`src/rtl/sync_fifo_pkg.sv`:
```
// sync_fifo_pkg: default FIFO geometry plus pointer/occupancy type helpers
package sync_fifo_pkg;
  localparam int DEF_DATA_W = 32;
  localparam int DEF_DEPTH = 8;
  typedef logic [$clog2(DEF_DEPTH)-1:0] ptr_t;
  typedef logic [$clog2(DEF_DEPTH):0] cnt_t;
endpackage

```
`src/rtl/sync_fifo_mem.sv`:
```
// sync_fifo_mem: unreset DEPTH x DATA_W register array; ports clk, we/waddr/wdata (write), raddr/rdata (async read)
module sync_fifo_mem import sync_fifo_pkg::*; #(
  parameter int DATA_W = DEF_DATA_W,
  parameter int DEPTH = DEF_DEPTH,
  parameter int PTR_W = $clog2(DEPTH)
) (
  input  logic              clk,
  input  logic              we,
  input  logic [PTR_W-1:0]  waddr,
  input  logic [DATA_W-1:0] wdata,
  input  logic [PTR_W-1:0]  raddr,
  output logic [DATA_W-1:0] rdata
);
  logic [DATA_W-1:0] mem [DEPTH];
  always_ff @(posedge clk)
    if (we) mem[waddr] <= wdata;
  assign rdata = mem[raddr];
endmodule

```
`src/rtl/sync_fifo.sv`:
```
// sync_fifo: show-ahead FIFO with empty bypass; ports clk/rst, write_en/write_data, read_en/read_data, full/empty/count, overflow/underflow (sticky, only when SYNC_FIFO_ERR_FLAGS_EN is defined, else tied 0)
module sync_fifo import sync_fifo_pkg::*; #(
  parameter int DATA_W = DEF_DATA_W,
  parameter int DEPTH = DEF_DEPTH,
  parameter int CNT_W = $clog2(DEPTH) + 1
) (
  input  logic              clk,
  input  logic              rst,
  input  logic              write_en,
  input  logic [DATA_W-1:0] write_data,
  input  logic              read_en,
  output logic [DATA_W-1:0] read_data,
  output logic              full,
  output logic              empty,
  output logic [CNT_W-1:0]  count,
  output logic              overflow,
  output logic              underflow
);
  localparam int PTR_W = $clog2(DEPTH);
  logic [PTR_W-1:0] wr_ptr, rd_ptr;
  logic [DATA_W-1:0] head;
  logic bypass, wr_acc, rd_acc, wr_mem, rd_mem;
  assign bypass = empty && write_en && read_en;
  assign wr_acc = write_en && (!full || read_en);
  assign rd_acc = read_en && (!empty || write_en);
  assign wr_mem = wr_acc && !bypass;
  assign rd_mem = rd_acc && !bypass;
  assign full = count == CNT_W'(DEPTH);
  assign empty = count == '0;
  assign read_data = empty ? (write_en ? write_data : '0) : head;
  sync_fifo_mem #(.DATA_W(DATA_W), .DEPTH(DEPTH), .PTR_W(PTR_W)) u_mem (
    .clk(clk),
    .we(wr_mem),
    .waddr(wr_ptr),
    .wdata(write_data),
    .raddr(rd_ptr),
    .rdata(head)
  );
  always_ff @(posedge clk) begin
    if (rst) begin
      wr_ptr <= '0;
      rd_ptr <= '0;
      count <= '0;
    end else begin
      if (wr_mem) wr_ptr <= wr_ptr + PTR_W'(1);
      if (rd_mem) rd_ptr <= rd_ptr + PTR_W'(1);
      count <= count + CNT_W'(wr_mem) - CNT_W'(rd_mem);
    end
  end
`ifdef SYNC_FIFO_ERR_FLAGS_EN
  always_ff @(posedge clk) begin
    if (rst) begin
      overflow <= 1'b0;
      underflow <= 1'b0;
    end else begin
      if (write_en && full && !read_en) overflow <= 1'b1;
      if (read_en && empty && !write_en) underflow <= 1'b1;
    end
  end
`else
  assign overflow = 1'b0;
  assign underflow = 1'b0;
`endif
endmodule

```
`config.mk`:
```
export PLATFORM = sky130hd
export DESIGN_NAME = sync_fifo
export DESIGN_NICKNAME = d
export VERILOG_FILES = /design/src/rtl/sync_fifo_pkg.sv /design/src/rtl/sync_fifo_mem.sv /design/src/rtl/sync_fifo.sv
export SDC_FILE = /design/constraint.sdc
export NUM_CORES = 1
export LEC_CHECK = 0
export CAP_MARGIN = 10
export CORE_ASPECT_RATIO = 0.75
export CORE_UTILIZATION = 65
export CTS_CLUSTER_DIAMETER = 80
export CTS_CLUSTER_SIZE = 16
export DETAILED_ROUTE_END_ITERATION = 6
export DONT_BUFFER_PORTS = 1
export PLACE_DENSITY_LB_ADDON = 0.25
export SLEW_MARGIN = 10
export SYNTH_ARGS = -nofsm -noshare
export SYNTH_HDL_FRONTEND = slang
export SYNTH_HIERARCHICAL = 1
export SYNTH_SLANG_ARGS = --single-unit
```
`constraint.sdc`:
```
create_clock -name clk -period 12.1 [get_ports clk]
set_input_delay 0.605 -clock clk [delete_from_list [all_inputs] [get_ports clk]]
set_output_delay 0.605 -clock clk [all_outputs]
set_load 0.02 [all_outputs]
```
==> flow_metrics.tcl, run 1 <==
set metrics [dict create \
    status "complete, but fails checks" \
    violations "DRC" \
    timing.final.crit_period_ns 3.67 \
    finalInstanceArea_um2 11700 \
    yosysWarnings 6 \
    drc_errors 8 \
    route.met3.wl_um 1110 \
    detail-route-antenna-nets 0 \
    critical_path_depth 5 \
    multi_input_comb_area_um2 2870 \
    hpwl_um 10000 \
    maxCapViolations 0 \
    drt-pass1-iter-count 7 \
    worst-r2r-cell-count 11 \
    crit_path_max_fanout 64 \
    power.internal_w 0.00166 \
    clk_path_buf_depth 3 \
    nFillCells 967 \
    p_leak_nw 3.73 \
    ys_async_sr_fraction_pct 0 \
    crit_path_from "rd_ptr[0]" \
    worst-r2r-setup-slack_ns 8.99 \
    finalSetupTns_ns 0 \
    cts.hold.buffers_added 0 \
    gp_congestion 0.775 \
    tritoncts "yes" \
    numClockSinks 266 \
    max_slew_margin_pct 23.7 \
    cts-buffers-inserted 20 \
    unrepaired_setup_endpoints_after_global_routing "false" \
    route.vias.total 5109 \
    synth_enable_flop_cells 256 \
    cp.buffers_inverters 1 \
    via_per_inst 6.51 \
    cp_slowest_stage_delay_ns 0.86 \
    nNetsFinal 614 \
    critPathCaptureType "output port" \
    fmax_mhz 272 \
    cp_cell_sequence "buf_4, mux4_1, mux2_2, nand2_1, o21ai_0" \
    final_setup_violating_endpoints 0 \
    cts_resized 0 \
    clk_latency_ns 0.50 \
    area.growth.synth_to_final_pct 6.85 \
    synth_register_bits 266 \
    htree_levels 1 \
    die_area_um2 17400 \
    synth_ff_type "edfxtp_1" \
    totalWireLength_um 19600 \
    seqCellArea_um2 7890 \
    clk_pin_slew_worst_paths_ns 0.07 \
    clock_power_share_pct 25.3 \
    pwr-share-comb_pct 26.1 \
    design.core.area_um2 16300 \
    grt-ovfl-total 0 \
    syn-mean-instance-area_um2 19.2 \
    grt_start_max_net_pins 69 \
    timing_max_transition_violations_final 0 \
    rows 40 \
    netSwitchingPower_w 0.000723 \
    post_synth_inst_count 570 \
    synth.cell_area_um2 11000 \
    cp.required_ns 11.49 \
    drt_iter0_markers 440 \
    synth_sequential_area_ratio_pct 72.0 \
    crit_arrival_ns 3.07 \
    die_height_um 114 \
    min_path_type "input pin to flip-flop" \
    hold_violations 0 \
    power.switching_fraction_pct 30.3 \
    route.detailed.wl_per_inst_um 24.9 \
    synthDistinctLibCells 40 \
    cell_with_the_largest_stage_delay_on_the_worst_path "buf_4" \
    worst_path_dominant_cell_family "multiplexers" \
    place_area_um2 11200 \
    design.portCount 76 \
    power_frac_seq_pct 48.6 \
    drive_gt1_share_pct 17.7 \
    timing.rr.end "count[2]" \
    worstSetupPathType "flip-flop to output port" \
    met2WireLength_um 9830 \
    total_power_w 0.00238 \
    layout_common_cells "256 x edfxtp_1, 72 x nand2_1, 40 x mux4_1" \
    clk_root_buffer_cell "clkbuf_16" \
    worst_setup_path_endpoint "read_data[29]" \
    post-route-period-util_pct 30.3 \
    post_cts.repair.setup_buffers 0 \
    grt_first_pass_wirelength_um 30300 \
    layout.cells.most_common "edfxtp_1" \
    length_of_routed_wiring_on_met1_um 8390 \
    initial_antenna_violation_count 0 \
    io_buf_count 0 \
    reg2reg_from "count[2]" \
    vdd_drop_max_v 0.000178 \
    via_count_of_the_first_global_routing_pass 5257 \
    finalClockSkew_ns 0.00835 \
    worst_slew_pin_slew_ns 1.14 \
    grt.total_usage_pct 23.8 \
    fin_util_pct 72.0 \
    die_w_um 152 \
    top_signal_layer_used "met4" \
    pwr_density_cell_nw_per_um2 204 \
    floorplan.initialDensity_pct 67.4 \
    n_antenna_cell 0 \
    critical_path.startpoint_type "flip-flop" \
]
-- power by group through the flow --
stage / registers [W] / logic, W / clock network, W
after floorplan: 0.00116 / 0.000542 / 0
after global placement: 0.00117 / 0.000615 / 0
after detailed placement: 0.00118 / 0.000632 / 0
after CTS: 0.00116 / 0.000634 / 0.000616
after global routing: 0.00117 / 0.000682 / 0.000646
final: 0.00116 / 0.000623 / 0.000602
-- area by class of cell --
cell class              count  share of cell area (%)
clock buffers              27                    4.68
multi-input cells         259                    24.5
flip-flops and latches    266                    67.4
repair buffers             10                   0.641
inverters                  12                   0.385
clock inverters             1                  0.0748
well taps                 210                    2.24
-- worst register-to-register path: stages, from the launching register on --
cell	delay, ns
dfxtp_1	0.46
inv_1	0.14
ha_1	0.23
or3b_4	0.77
and2_1	0.32
ha_1	0.25
inv_1	0.05
ha_1	0.16
inv_1	0.05
fa_1	0.37
xor2_1	0.16
nor2_1	0.05
-- worst min path at each step --
stage	slack [ns]	from	cells past startpoint	endpoint
after floorplan	0.45	rd_ptr[1]	2	rd_ptr[1]
after global placement	0.47	rd_ptr[0]	2	rd_ptr[0]
after detailed placement	0.49	rd_ptr[0]	2	rd_ptr[0]
after CTS	0.16	rst	1	count[1]
after global routing	0.17	rst	1	count[1]
final	0.17	rst	1	count[1]
-- logic make-up (layout without fill, tap and decap cells) --
family,after synthesis,after routing,synth area share (%)
compound gates,44,44,2.33
other cells,1,2,0.0342
mux,98,98,18.0
flops,266,266,72.0
simple gates,105,105,4.16
fa+ha+maj,9,9,1.10
xor+xnor,1,1,0.0800
buf+inv,46,50,2.32
-- sequential cells by signal, indices dropped and copies added, names as in the netlist --
name	count
wr_ptr	3
count	4
rd_ptr	3
u_mem/mem	256
-- metal layers --
metal	up-vias	track usage, %
li1	2275	-
met1	2674	33.5
met2	138	40.2
met3	22	4.50
met4	0	4.49
met5	-	0
-- cell usage after synthesis (3+ instances only) --
library cell | n | area share [%]
edfxtp_1 | 256 | 70
nand2_1 | 72 | 2.5
mux4_1 | 40 | 9.6
o21ai_0 | 33 | 1.5
mux2_2 | 32 | 3.3
mux4_2 | 24 | 4.9
inv_1 | 12 | 0.41
nor2_1 | 12 | 0.41
buf_2 | 11 | 0.50
dfxtp_1 | 10 | 1.8
clkbuf_1 | 9 | 0.31
buf_6 | 8 | 0.82
ha_1 | 8 | 0.91
buf_1 | 4 | 0.14
nand2b_1 | 4 | 0.23
nand3_1 | 3 | 0.14
-- stage by stage --
stage / worst slack (ns) / instances / hold slack [ns]
finish: 8.43 / 785 / 0.171
global route: 8.26 / 785 / 0.165
CTS: 8.38 / 785 / 0.158
detailed placement: 8.89 / 757 / 0.491
global placement: 8.96 / 757 / 0.468
floorplan: 8.03 / 571 / 0.450
No activity file was read; power rests on OpenSTA's default activity.
==> run 2: changes to the inputs <==
Settings changed: CORE_UTILIZATION 65 to 63.
Clock period 12.1 ns to 3.8 ns, I/O delays scaled along.
==> flow_metrics.tcl, run 2 (synthesis gave the netlist of run 1 again) <==
set metrics [dict create \
    die_area_um2 17900 \
    clk_root_buffer_cell "clkbuf_16" \
    vdd_drop_max_v 0.000355 \
    layout_common_cells "256 x edfxtp_1, 72 x nand2_1, 40 x mux4_1" \
    totalWireLength_um 20500 \
    critical_path.startpoint_type "flip-flop" \
    grt.total_usage_pct 24.0 \
    unrepaired_setup_endpoints_after_global_routing "false" \
    worstHoldStart "rst" \
    htree_levels 1 \
    clk_pin_slew_worst_paths_ns 0.07 \
    cts_resized 0 \
    drc_errors 0 \
    layout.cells.most_common "edfxtp_1" \
    status "finished clean" \
    p_leak_nw 3.91 \
    drt_iter0_markers 425 \
    worst_slew_pin_slew_ns 1.05 \
    dp_slack_ns 0.951 \
    finalSetupTns_ns 0 \
    nNetsFinal 651 \
    via_count_of_the_first_global_routing_pass 5510 \
    post_cts.repair.setup_buffers 0 \
    crit_path_from "rd_ptr[0]" \
    cts-buffers-inserted 20 \
    numClockSinks 266 \
    place_area_um2 11300 \
    crit_path_max_fanout 40 \
    floorplan.initialDensity_pct 64.7 \
    finalInstanceArea_um2 12200 \
    final_layout_worst_hold_slack_ns 0.0187 \
    design.core.area_um2 16900 \
    largest_reg_flops 256 \
    tritoncts "yes" \
    gp_congestion 0.764 \
    drive_gt1_share_pct 17.0 \
    final_setup_violating_endpoints 0 \
    route.vias.total 5293 \
    cp.required_ns 3.61 \
    grt_first_pass_wirelength_um 31300 \
    crit_arrival_ns 2.94 \
    finalClockSkew_ns 0.0168 \
    reg.largest.list "u_mem/mem x256, count x4" \
    maxCapViolations 0 \
    detail-route-antenna-nets 0 \
    pwr_density_cell_nw_per_um2 637 \
    timing_max_transition_violations_final 0 \
    post-route-period-util_pct 82.3 \
    io_buf_count 0 \
    finalWorstSetupSlack_ns 0.674 \
    hold_violations 0 \
    die_w_um 154 \
    design.portCount 76 \
    route.detailed.wl_per_inst_um 24.8 \
    reg2reg_from "count[2]" \
    clk_path_buf_depth 3 \
    top_register "u_mem/mem" \
    rows 41 \
    worstSetupPathType "flip-flop to output port" \
    drt-pass1-iter-count 6 \
    fmax_mhz 320 \
    n_antenna_cell 0 \
    grt_start_max_net_pins 41 \
    die_height_um 116 \
    initial_antenna_violation_count 0 \
    hpwl_um 11300 \
    clk_latency_ns 0.50 \
    total_power_w 0.00777 \
    timing.final.crit_period_ns 3.13 \
    via_per_inst 6.39 \
    min_path_type "input pin to flip-flop" \
    grt-ovfl-total 0 \
    max_slew_margin_pct 30.3 \
    critPathCaptureType "output port" \
    area.growth.synth_to_final_pct 11.2 \
]
==> run 2: cell type report <==
type / count / area (um2)
Tap cell: 215 / 269
Timing Repair Buffer: 47 / 528
Clock buffer: 28 / 552
Clock inverter: 1 / 8.76
Multi-Input combinational cell: 259 / 2890
Fill cell: 1020 / 4750
Sequential cell: 266 / 7890
Inverter: 12 / 45.0
==> run 2: worst max-delay path, stage by stage, from the launching register on <==
cell and delay (ns):
dfxtp_4 0.84, buf_12 0.33, mux4_1 0.59, mux2_2 0.27, nand2_1 0.05, o21ai_0 0.31
==> run 2: layer usage <==
metal / routed length [um] / global-route usage [%] / part of all wire (%) / up-vias
met5: 0 / 0 / 0 / -
met2: 10100 / 40.2 / 49 / 188
met3: 1140 / 3.60 / 5.6 / 27
met1: 8920 / 34.1 / 43 / 2719
li1: - / - / - / 2359
met4: 345 / 6.40 / 1.7 / 0
==> run 2: report_power, final <==
group	internal, W	leakage [nW]	switching [W]
registers	0.00353	2.40	0.000245
clock network	0.00101	0.271	0.000923
logic	0.000823	1.23	0.00123
==> run 2: through the flow <==
stage | util, % | std cells
after floorplan | - | 571
after global placement | 66.6 | 764
after detailed placement | 66.6 | 764
after CTS | 72.0 | 828
after global routing | 72.0 | 828
final | 72.0 | 828
==> run 2: path summary, 6_finish.rpt <==
path	endpoint	slack, ns	cells after the start
setup / recovery	read_data[17]	0.67	5
hold reg to reg	wr_ptr[2]	0.65	3
setup reg to reg	u_mem/mem[0][21]	0.89	8
hold / removal	wr_ptr[0]	0.02	3
==> run 2: repair_timing <==
| action | in CTS | in global routing |
|---|---|---|
| endpoints found under the hold margin | 264 | 0 |
| hold buffers | 35 | 0 |
| endpoints found under the setup margin | 0 | 0 |
==> run 3: changes to the inputs <==
Clock period 3.8 ns to 3.2 ns, I/O delays scaled along.
==> flow_metrics.tcl, run 3 (synthesis gave the netlist of run 1 again) <==
set metrics [dict create \
    initial_antenna_violation_count 0 \
    reg2reg_from "count[2]" \
    cp_slowest_stage_delay_ns 0.63 \
    finalClockSkew_ns 0.0124 \
    worst_slew_pin_slew_ns 1.02 \
    layout.cells.most_common "edfxtp_1" \
    seqCellArea_um2 7890 \
    cp_cell_sequence "buf_4, mux4_1, mux2_2, nand2_1, o21ai_0" \
    maxCapViolations 0 \
    top_register "u_mem/mem" \
    reg.largest.list "u_mem/mem x256, count x4" \
    crit_path_max_fanout 24 \
    area.growth.synth_to_final_pct 11.4 \
    htree_levels 1 \
    drt-pass1-iter-count 5 \
    route.met3.wl_um 1080 \
    grt-ovfl-total 0 \
    top_signal_layer_used "met4" \
    hpwl_um 11100 \
    clk_pin_slew_worst_paths_ns 0.07 \
    clk_path_buf_depth 3 \
    design.core.area_um2 16900 \
    status "finished clean" \
    pwr_density_cell_nw_per_um2 753 \
    via_count_of_the_first_global_routing_pass 5489 \
    cell_with_the_largest_stage_delay_on_the_worst_path "dfxtp_4" \
    drt_iter0_markers 454 \
    critPathCaptureType "output port" \
    drive_gt1_share_pct 17.9 \
    rows 41 \
    length_of_routed_wiring_on_met1_um 8710 \
    drc_errors 0 \
    route.detailed.wl_per_inst_um 24.2 \
    die_w_um 154 \
    n_antenna_cell 0 \
    timing.final.crit_period_ns 2.85 \
    multi_input_comb_area_um2 2890 \
    worst_path_dominant_cell_family "multiplexers" \
    min_path_type "input pin to flip-flop" \
    clk_root_buffer_cell "clkbuf_16" \
    met2WireLength_um 10000 \
    worstHoldStart "rst" \
    grt_first_pass_wirelength_um 30600 \
    design.portCount 76 \
    power_frac_seq_pct 48.4 \
    clk_latency_ns 0.49 \
    clock_power_share_pct 24.7 \
    numClockSinks 266 \
    cts_resized 0 \
    io_buf_count 0 \
    pwr-share-comb_pct 26.9 \
    tritoncts "yes" \
    crit_arrival_ns 2.69 \
    post-route-period-util_pct 89.0 \
    die_area_um2 17900 \
    finalSetupTns_ns 0 \
    final_layout_worst_hold_slack_ns 0.0207 \
    p_leak_nw 3.94 \
    vdd_drop_max_v 0.000518 \
    route.vias.total 5269 \
    cp.buffers_inverters 1 \
    floorplan.initialDensity_pct 64.7 \
    fmax_mhz 351 \
    power.internal_w 0.00637 \
    nNetsFinal 658 \
    nFillCells 1011 \
    worstSetupPathType "flip-flop to output port" \
    unrepaired_setup_endpoints_after_global_routing "false" \
    via_per_inst 6.32 \
    crit_path_from "rd_ptr[0]" \
    largest_reg_flops 256 \
    cts-buffers-inserted 20 \
    netSwitchingPower_w 0.00282 \
    max_slew_margin_pct 32.0 \
    grt_start_max_net_pins 68 \
    grt.total_usage_pct 23.3 \
    power.switching_fraction_pct 30.6 \
    totalWireLength_um 20200 \
    hold_violations 0 \
    cp.required_ns 3.04 \
    critical_path.startpoint_type "flip-flop" \
    gp_congestion 0.774 \
    layout_common_cells "256 x edfxtp_1, 72 x nand2_1, 40 x mux4_1" \
    timing_max_transition_violations_final 0 \
    detail-route-antenna-nets 0 \
    final_setup_violating_endpoints 0 \
    die_height_um 116 \
]
run 3: changes by cell type in the layout (fill, tap and decap cells not counted):
cell and change:
clkbuf_1 -1, buf_12 -2, buf_4 +9
run 3: layout make-up:
cell class | count | area share, %
Multi-Input combinational cell | 259 | 23.6
Inverter | 12 | 0.369
Clock buffer | 27 | 4.49
Tap cell | 215 | 2.20
Sequential cell | 266 | 64.7
Clock inverter | 1 | 0.0718
Timing Repair Buffer | 54 | 4.55
run 3: power groups by stage:
stage	Combinational [W]	Clock, W	Sequential, W
2_1_floorplan	0.00205	0	0.00438
3_3_place_gp	0.00237	0	0.00450
3_5_place_dp	0.00242	0	0.00453
4_1_cts	0.00250	0.00229	0.00445
5_1_grt	0.00267	0.00241	0.00448
6_report	0.00247	0.00227	0.00444
run 3: worst paths after layout:
kind | slack [ns] | end | cells past startpoint
worst min-delay path | 0.02 | wr_ptr[1] | 2
worst max-delay path | 0.35 | read_data[6] | 5
worst min register to register | 0.64 | wr_ptr[2] | 3
worst max register to register | 0.36 | u_mem/mem[2][25] | 8
run 3: through the flow:
step	total power, W	util, %	area [um2]	worst slack [ns]	cells
6_report	0.00919	72.1	12200	0.353	834
3_3_place_gp	0.00688	66.7	11300	0.545	771
2_1_floorplan	0.00643	-	11000	-0.0116	571
3_5_place_dp	0.00694	66.7	11300	0.392	771
5_1_grt	0.00957	72.1	12200	0.187	834
4_1_cts	0.00924	72.1	12200	0.311	834
run 3: worst register-to-register path, delay by kind of cell, from the launching register on:
| family | cells | cell delay [ns] |
|---|---|---|
| multiplexers | 1 | 0.43 |
| flip-flops | 1 | 0.45 |
| AND/OR/NAND/NOR | 2 | 0.67 |
| AO/OA/AOI/OAI | 1 | 0.23 |
| adder cells (fa/ha/maj) | 1 | 0.22 |
| buffers and inverters | 3 | 0.51 |
run 3: what timing repair did:
action | CTS | global route
hold endpoints to repair | 265 | 0
hold buffers | 35 | 0
setup endpoints to repair | 0 | 0
setup buffers | 0 | 0
run 3: routing by layer:
metal  track usage, %  up-vias
met4             5.94        0
met3             3.56       26
met1             32.3     2719
met5                0        -
li1                 -     2377
met2             40.2      147
